<file path="src/rtl/match_req_dispatch.sv">
// Dispatch controller: accepts one request group from a job_pe, spreads its strobed
// lanes over C match request channels, then blocks until the response group is consumed.
module match_req_dispatch #(
  parameter int JOB_PE_IDX = 0,
  parameter int L          = 4,
  parameter int C          = 2,
  parameter int TAG_BITS   = 2,
  parameter int AW         = 16
) (
  input  logic                  clk,
  input  logic                  rst_n,
  input  logic                  in_group_valid,
  output logic                  in_group_ready,
  input  logic [L-1:0]          in_group_strb,
  input  logic [L*AW-1:0]       in_group_addr,
  output logic                  req_group_fire,
  output logic [L-1:0]          req_group_strb,
  output logic [C-1:0]          req_valid,
  input  logic [C-1:0]          req_ready,
  output logic [C*TAG_BITS-1:0] req_tag,
  output logic [C*AW-1:0]       req_addr,
  input  logic                  resp_group_fire
);

  // Handshakes: a transfer on any valid/ready pair happens on the rising edge where
  // both are high; once valid is raised it stays high, with payload held, until ready.

  typedef enum logic [1:0] {
    ST_IDLE  = 2'd0,
    ST_ISSUE = 2'd1,
    ST_WAIT  = 2'd2
  } state_e;

  state_e                state_q, state_d;
  logic [L-1:0]          pending_q, pending_d;
  logic [L*AW-1:0]       lane_buf_q, lane_buf_d;
  logic [C-1:0]          vld_q, vld_d;
  logic [C*TAG_BITS-1:0] tag_q, tag_d;
  logic [C*AW-1:0]       addr_q, addr_d;

  logic                  accept;
  logic                  load_en;
  logic                  hit;
  logic [L-1:0]          src_strb;
  logic [L-1:0]          rem;
  logic [L*AW-1:0]       src_addr;

  assign in_group_ready = rst_n && (state_q == ST_IDLE);
  assign accept         = in_group_valid && in_group_ready;
  assign req_group_fire = accept;
  assign req_group_strb = accept ? in_group_strb : '0;

  assign req_valid = vld_q;
  assign req_tag   = tag_q;
  assign req_addr  = addr_q;

  always_comb begin
    state_d    = state_q;
    pending_d  = pending_q;
    lane_buf_d = lane_buf_q;
    vld_d      = vld_q;
    tag_d      = tag_q;
    addr_d     = addr_q;
    hit        = 1'b0;

    // On the accept cycle the channels load straight from the input group, so the
    // first request appears one cycle after accept without waiting for the buffer.
    src_strb = (state_q == ST_IDLE) ? in_group_strb : pending_q;
    src_addr = (state_q == ST_IDLE) ? in_group_addr : lane_buf_q;
    load_en  = accept || (state_q == ST_ISSUE);
    rem      = src_strb;

    if (load_en) begin
      for (int j = 0; j < C; j++) begin
        if (!vld_q[j] || req_ready[j]) begin
          hit = 1'b0;
          for (int i = 0; i < L; i++) begin
            if (!hit && rem[i]) begin
              hit    = 1'b1;
              rem[i] = 1'b0;
              tag_d[j*TAG_BITS +: TAG_BITS] = TAG_BITS'(i);
              addr_d[j*AW +: AW]            = src_addr[i*AW +: AW];
            end
          end
          vld_d[j] = hit;
        end
      end
      pending_d = rem;
    end

    case (state_q)
      ST_IDLE: begin
        if (accept) begin
          lane_buf_d = in_group_addr;
          state_d    = (|in_group_strb) ? ST_ISSUE : ST_WAIT;
        end
      end
      ST_ISSUE: begin
        if ((rem == '0) && (vld_d == '0)) begin
          state_d = ST_WAIT;
        end
      end
      ST_WAIT: begin
        if (resp_group_fire) begin
          state_d = ST_IDLE;
        end
      end
      default: state_d = ST_IDLE;
    endcase
  end

  always_ff @(posedge clk or negedge rst_n) begin
    if (!rst_n) begin
      state_q    <= ST_IDLE;
      pending_q  <= '0;
      lane_buf_q <= '0;
      vld_q      <= '0;
      tag_q      <= '0;
      addr_q     <= '0;
    end else begin
      state_q    <= state_d;
      pending_q  <= pending_d;
      lane_buf_q <= lane_buf_d;
      vld_q      <= vld_d;
      tag_q      <= tag_d;
      addr_q     <= addr_d;
    end
  end

endmodule

</file>
<file path="config.mk">
export PLATFORM = sky130hd
export DESIGN_NAME = match_req_dispatch
export DESIGN_NICKNAME = d
export VERILOG_FILES = /design/src/rtl/match_req_dispatch.sv
export SDC_FILE = /design/constraint.sdc
export NUM_CORES = 1
export LEC_CHECK = 0
export CORE_MARGIN = 4
export CORE_UTILIZATION = 53
export DETAILED_ROUTE_END_ITERATION = 10
export HOLD_SLACK_MARGIN = 0.05
export PLACE_DENSITY = 0.93
export SYNTH_ARGS = -nofsm -noshare
export SYNTH_HDL_FRONTEND = slang
export SYNTH_SLANG_ARGS = --single-unit
</file>
<file path="constraint.sdc">
create_clock -name clk -period 2.5 [get_ports clk]
set_input_delay 0.625 -clock clk [delete_from_list [all_inputs] [get_ports clk]]
set_output_delay 0.625 -clock clk [all_outputs]
set_load 0.005 [all_outputs]
</file>
# Word-level counts from Yosys, hierarchy flattened
# Cells that the tools add are included.
# classes
mux,57
eq_ne,5
reduce_logical,30
# ops
cell,n
$mux 16,8
$mux 64,1
$mux 1,28
$mux 2,13
$mux 4,6
$logic_and 1x1->1,9
$reduce_and 3->1,3
$logic_not 1->1,8
$reduce_bool 4->1,2
$pmux 2 s3,1
$logic_not 2->1,2
$logic_not 4->1,1
$ne 2x2->1 const B,2
$reduce_or 4->1,1
$logic_or 1x1->1,3
$eq 2x1->1 const B,1
$eq 2x2->1 const B,1
$ne 2x1->1 const B,1
$reduce_and 2->1,1
# totals
elab_cells,100
in_bits,74
output_inout_bits,44
reg_bits,108

# Logic depth before layout (Yosys ltp)
# depth
word_depth,42
ltp_mapped,9
depth_no_buf,6

# Least setup slack after synthesis
# No wires, ideal clock.
# synth_path
path_type,input-to-reg
from,input port req_ready[0]
to,register addr_q[22] (netlist: req_addr[22])
arrival_time_ns,2.319
setup_ns,0.126
cell_stages,8
slack_ns,0.055
path_buffers,2
t_required_ns,2.374
cell_sequence,nor2b_1 > buf_4 > mux2i_2 > buf_6 > mux2i_1 > a221oi_1 > a211oi_1 > o21ai_1
# synth_via
elab_chain_cells,20
elab_cells_between_ends,23
cone_classes,mux (14); reduce/logical (9)
# synth_rtl
element,line,rtl
start: declaration,19,"input logic [C-1:0] req_ready,"
$logic_or 1x1->1 *,75,if (!vld_q[j] || req_ready[j]) begin
$mux 4 *,75,
$mux 4 *,73,if (load_en) begin
$mux 1,78,if (!hit && rem[i]) begin
$mux 1,75,
$mux 1,73,
$logic_not 1->1,78,
$logic_and 1x1->1,78,
[4 not listed],n/a,
$logic_and 1x1->1,78,
$mux 1,78,
$mux 1,75,
$mux 1,73,
$logic_not 1->1,78,
$logic_and 1x1->1,78,
$reduce_bool 4->1 (no line),n/a,
$reduce_and 3->1 (no line),n/a,
end signal: assignment,126,addr_q <= addr_d;
end: declaration,39,"logic [C*AW-1:0] addr_q, addr_d;"
# Every way passes the cells marked *; elsewhere a longest branch is shown, timed or not. The select of a mux whose other input is x is not followed.
# A chain may end at the register's enable or synchronous reset.

# Final worst setup path
# layout_path
from,input port req_ready[0]
to,register addr_q[21] (netlist: req_addr[21])
# The elaborated chain is that of the path after synthesis.

==> metrics.json <==
{
  "sinks_on_clock_net": 108,
  "synth.largest_area_cell": "sky130_fd_sc_hd__dfrtp_1",
  "final-hold-violation-count": 0,
  "grt_pass1_wl_um": 30900,
  "cell_pwr_density_mw_per_mm2": 1490,
  "detailedRoute.firstPassIterationCount": 7,
  "area_delta_synth_final_pct": 37.1,
  "number_of_global_route_vias_before_repair": 5813,
  "synth.top_cell.area_share": 0.427,
  "timing.clock.skew_ns": 0.0122,
  "worstMarginPinSlew_ns": 0.781,
  "clock-root-buffer": "sky130_fd_sc_hd__clkbuf_16",
  "grt_antenna_before_repair": 2,
  "tritoncts": "yes",
  "largest_family_of_logic_cells_by_synthesized_area": "multiplexers",
  "die_w_um": 117,
  "critical_path_class": "in -> reg",
  "yosysWarningCount": 0,
  "layout_min_cycle_time_ns": 2.58,
  "slew_violations": 0,
  "detailed_place_hpwl_um": 14000,
  "crit_start": "req_ready[0]",
  "htree_num_levels": 3,
  "antenna-diode-count": 0,
  "cts_inserted_buffers": 9,
  "max_freq_mhz": 388,
  "wire_per_inst_um": 24.4,
  "total_number_of_vias": 6110,
  "clk-insertion-delay-late_ns": 0.36,
  "boundaryPins": 118,
  "cp.arrival_ns": 2.84,
  "finalCritPeriodShare": 1.03,
  "synth_top_cells_by_area": "sky130_fd_sc_hd__dfrtp_1 43%, sky130_fd_sc_hd__mux2_2 12%, sky130_fd_sc_hd__mux2i_1 8.4%",
  "critical_path_required_ns": 2.76,
  "cap_viol_max_count": 0,
  "rsz_0062_raised_after_global_routing": "true",
  "finalCoreUtilization": 0.750,
  "floorplan.die_area_mm2": 0.0138,
  "multiInputGateArea_mm2": 0.00355,
  "synth_adder_area_share": 0.00158,
  "rr_worst_depth": 11,
  "synth.avg_cell_area_um2": 10.4,
  "grt.total_usage": 0.292,
  "rows": 39,
  "status": "finished with violations",
  "synth_enable_flop_cells": 0,
  "yosysUniqueCellTypes": 49,
  "power_mw": 12.9,
  "nFillCells": 663,
  "slew_headroom": 0.479,
  "final_net_count": 840,
  "ys_dominant_reg_cell": "sky130_fd_sc_hd__dfrtp_1",
  "grt_remaining_overflow": 0,
  "synth_compound_gate_area_share": 0.155,
  "synth_nets": 685,
  "post_synth_inst_count": 611,
  "placed_cell_area_mm2": 0.00804,
  "ys_async_sr_fraction": 1.00,
  "first_iter_violations": 960,
  "r2r_start": "state_q[1]$_DFFE_PN0P_",
  "timing.critical_path.from_type": "primary input",
  "vias_per_cell": 6.68,
  "worst_setup_path_end_kind": "flop",
  "synth-seq-cells": 108,
  "clock_tree.buffer_depth": 2,
  "hold_slack_ns": 0.0739,
  "buffer_ports.inserted": 117,
  "layout-drive-gt1-share": 0.296,
  "cts.reportedPaths.clkPinSlew_ns": 0.08,
  "drt_wl_total_um": 22300,
  "cp-endpoint": "req_addr[21]$_DFFE_PN0P_",
  "synthSimpleGateAreaFrac": 0.110,
  "timing.final.ws_setup_ns": -0.0796,
  "layout.area.seq_mm2": 0.00270,
  "die_y_um": 117,
  "power.leakage_nw": 3.84,
  "finalSetupViolations": 2,
  "floorplan.core_area_mm2": 0.0116,
  "post-route-cell-area_mm2": 0.00867,
  "detail-route-antenna-nets": 0,
  "rr_endpoint": "req_addr[21]$_DFFE_PN0P_",
  "critical_path.max_fanout": 13,
  "failed_checks": "setup timing",
  "cts_hold_buffers": 0,
  "initial_core_util": 0.547,
  "grt_max_degree": 62,
  "synth.yosys.seq_area_share": 0.427,
  "hold_path.class": "in -> async",
  "synth_xor_xnor_area_share": 0.00277,
  "irDropWorstVdd_v": 0.000750,
  "globalplace.congestion": 0.965,
  "worst-r2r-setup-slack_ns": -0.05,
  "syn_area_mm2": 0.00633,
  "synth.area.mux_share": 0.265,
  "detail_route.drc_violations": 0
}
## critical path, stage by stage
cell                              delay (ns)
sky130_fd_sc_hd__clkdlybuf4s50_1        0.44
sky130_fd_sc_hd__nor2b_2                0.14
sky130_fd_sc_hd__buf_6                  0.17
sky130_fd_sc_hd__nor3_2                 0.07
sky130_fd_sc_hd__a2111oi_4              0.35
sky130_fd_sc_hd__buf_4                  0.18
sky130_fd_sc_hd__buf_12                 0.15
sky130_fd_sc_hd__a221oi_1               0.07
sky130_fd_sc_hd__a211oi_1               0.36
sky130_fd_sc_hd__buf_4                  0.20
sky130_fd_sc_hd__o21ai_1                0.06
## worst min path at each step
stage / end / slack (ns) / depth (start not counted)
finish: state_q[0]$_DFFE_PN0P_ / 0.07 / 1
global route: req_valid[0]$_DFF_PN0_ / 0.07 / 1
CTS: req_valid[0]$_DFF_PN0_ / 0.08 / 1
global placement: req_valid[0]$_DFF_PN0_ / 0.44 / 1
detailed placement: req_valid[0]$_DFF_PN0_ / 0.45 / 1
floorplan: lane_buf_q[0]$_DFFE_PN0P_ / 0.33 / 0
## what timing repair did
action                                  CTS  global route
endpoints found under the setup margin    7            24
cloned                                    0             2
resized for setup                         9            35
hold endpoints to repair                  0             0
setup buffers                             2             8
pin swaps                                 2             6
## cell usage in the layout, fill, tap and decap left out, types with 9 or more instances in the layout
cell / instances
sky130_fd_sc_hd__clkbuf_16: 11
sky130_fd_sc_hd__buf_12: 9
sky130_fd_sc_hd__o21ai_0: 22
sky130_fd_sc_hd__mux2_2: 66
sky130_fd_sc_hd__clkdlybuf4s50_1: 108
sky130_fd_sc_hd__a21oi_1: 36
sky130_fd_sc_hd__a221oi_1: 10
sky130_fd_sc_hd__mux2i_1: 48
sky130_fd_sc_hd__a211oi_1: 14
sky130_fd_sc_hd__mux4_2: 16
sky130_fd_sc_hd__dfrtp_1: 108
sky130_fd_sc_hd__buf_4: 60
sky130_fd_sc_hd__a31o_2: 17
sky130_fd_sc_hd__nand2_1: 126
sky130_fd_sc_hd__o21ai_1: 17
## synth_stat cells, types with 2 or more instances
master,count
sky130_fd_sc_hd__a211oi_1,18
sky130_fd_sc_hd__a21o_1,2
sky130_fd_sc_hd__a21oi_1,36
sky130_fd_sc_hd__a221oi_1,16
sky130_fd_sc_hd__a31o_2,17
sky130_fd_sc_hd__a31oi_1,2
sky130_fd_sc_hd__and2_1,7
sky130_fd_sc_hd__buf_1,3
sky130_fd_sc_hd__buf_2,13
sky130_fd_sc_hd__buf_4,2
sky130_fd_sc_hd__buf_6,5
sky130_fd_sc_hd__clkbuf_1,24
sky130_fd_sc_hd__dfrtp_1,108
sky130_fd_sc_hd__inv_1,2
sky130_fd_sc_hd__mux2_2,67
sky130_fd_sc_hd__mux2i_1,53
sky130_fd_sc_hd__mux4_2,16
sky130_fd_sc_hd__nand2_1,129
sky130_fd_sc_hd__nand2b_1,3
sky130_fd_sc_hd__nor2_1,9
sky130_fd_sc_hd__nor2b_1,3
sky130_fd_sc_hd__nor3_1,9
sky130_fd_sc_hd__o21ai_0,22
sky130_fd_sc_hd__o21ai_1,17
sky130_fd_sc_hd__o21bai_1,2
sky130_fd_sc_hd__o22ai_1,2
sky130_fd_sc_hd__xor2_1,2
## state kept, by name, summed over array words and instances (netlist names)
register    cells
lane_buf_q     64
pending_q       4
req_tag         4
req_addr       32
state_q         2
req_valid       2
## metrics by stage
stage	TNS, ns	instances	worst slack, ns
6_report	-0.105	914	-0.0796
3_3_place_gp	-6.87	886	-0.243
5_1_grt	-0.511	914	-0.129
3_5_place_dp	-8.68	886	-0.328
2_1_floorplan	0	611	0.0547
4_1_cts	0	904	0.0139
## logic make-up after synthesis
family / count (synthesis)
buf+inv: 49
compound gates: 145
mux: 138
fa+ha+maj: 1
flops: 108
simple gates: 168
xor+xnor: 2
## routing by layer
layer,vias to the layer above,part of all wire,track usage,routed length (um)
li1,2551,-,-,-
met2,495,0.45,0.431,10100
met3,99,0.11,0.0488,2420
met4,4,0.042,0.122,945
met5,-,0.0014,0,32
met1,2961,0.40,0.428,8810
## final cells by class
type,count,share of cell area
multi-input cells,454,0.409
flip-flops and latches,108,0.312
repair buffers,191,0.221
clock buffers,9,0.0260
well taps,143,0.0206
clock inverters,7,0.0108
inverters,2,0.000865
## power breakdown
group | switching, mW | internal, mW
sequential | 0.691 | 2.63
combinational | 4.09 | 3.98
clock | 0.732 | 0.806
No activity file was read; power rests on OpenSTA's default activity.
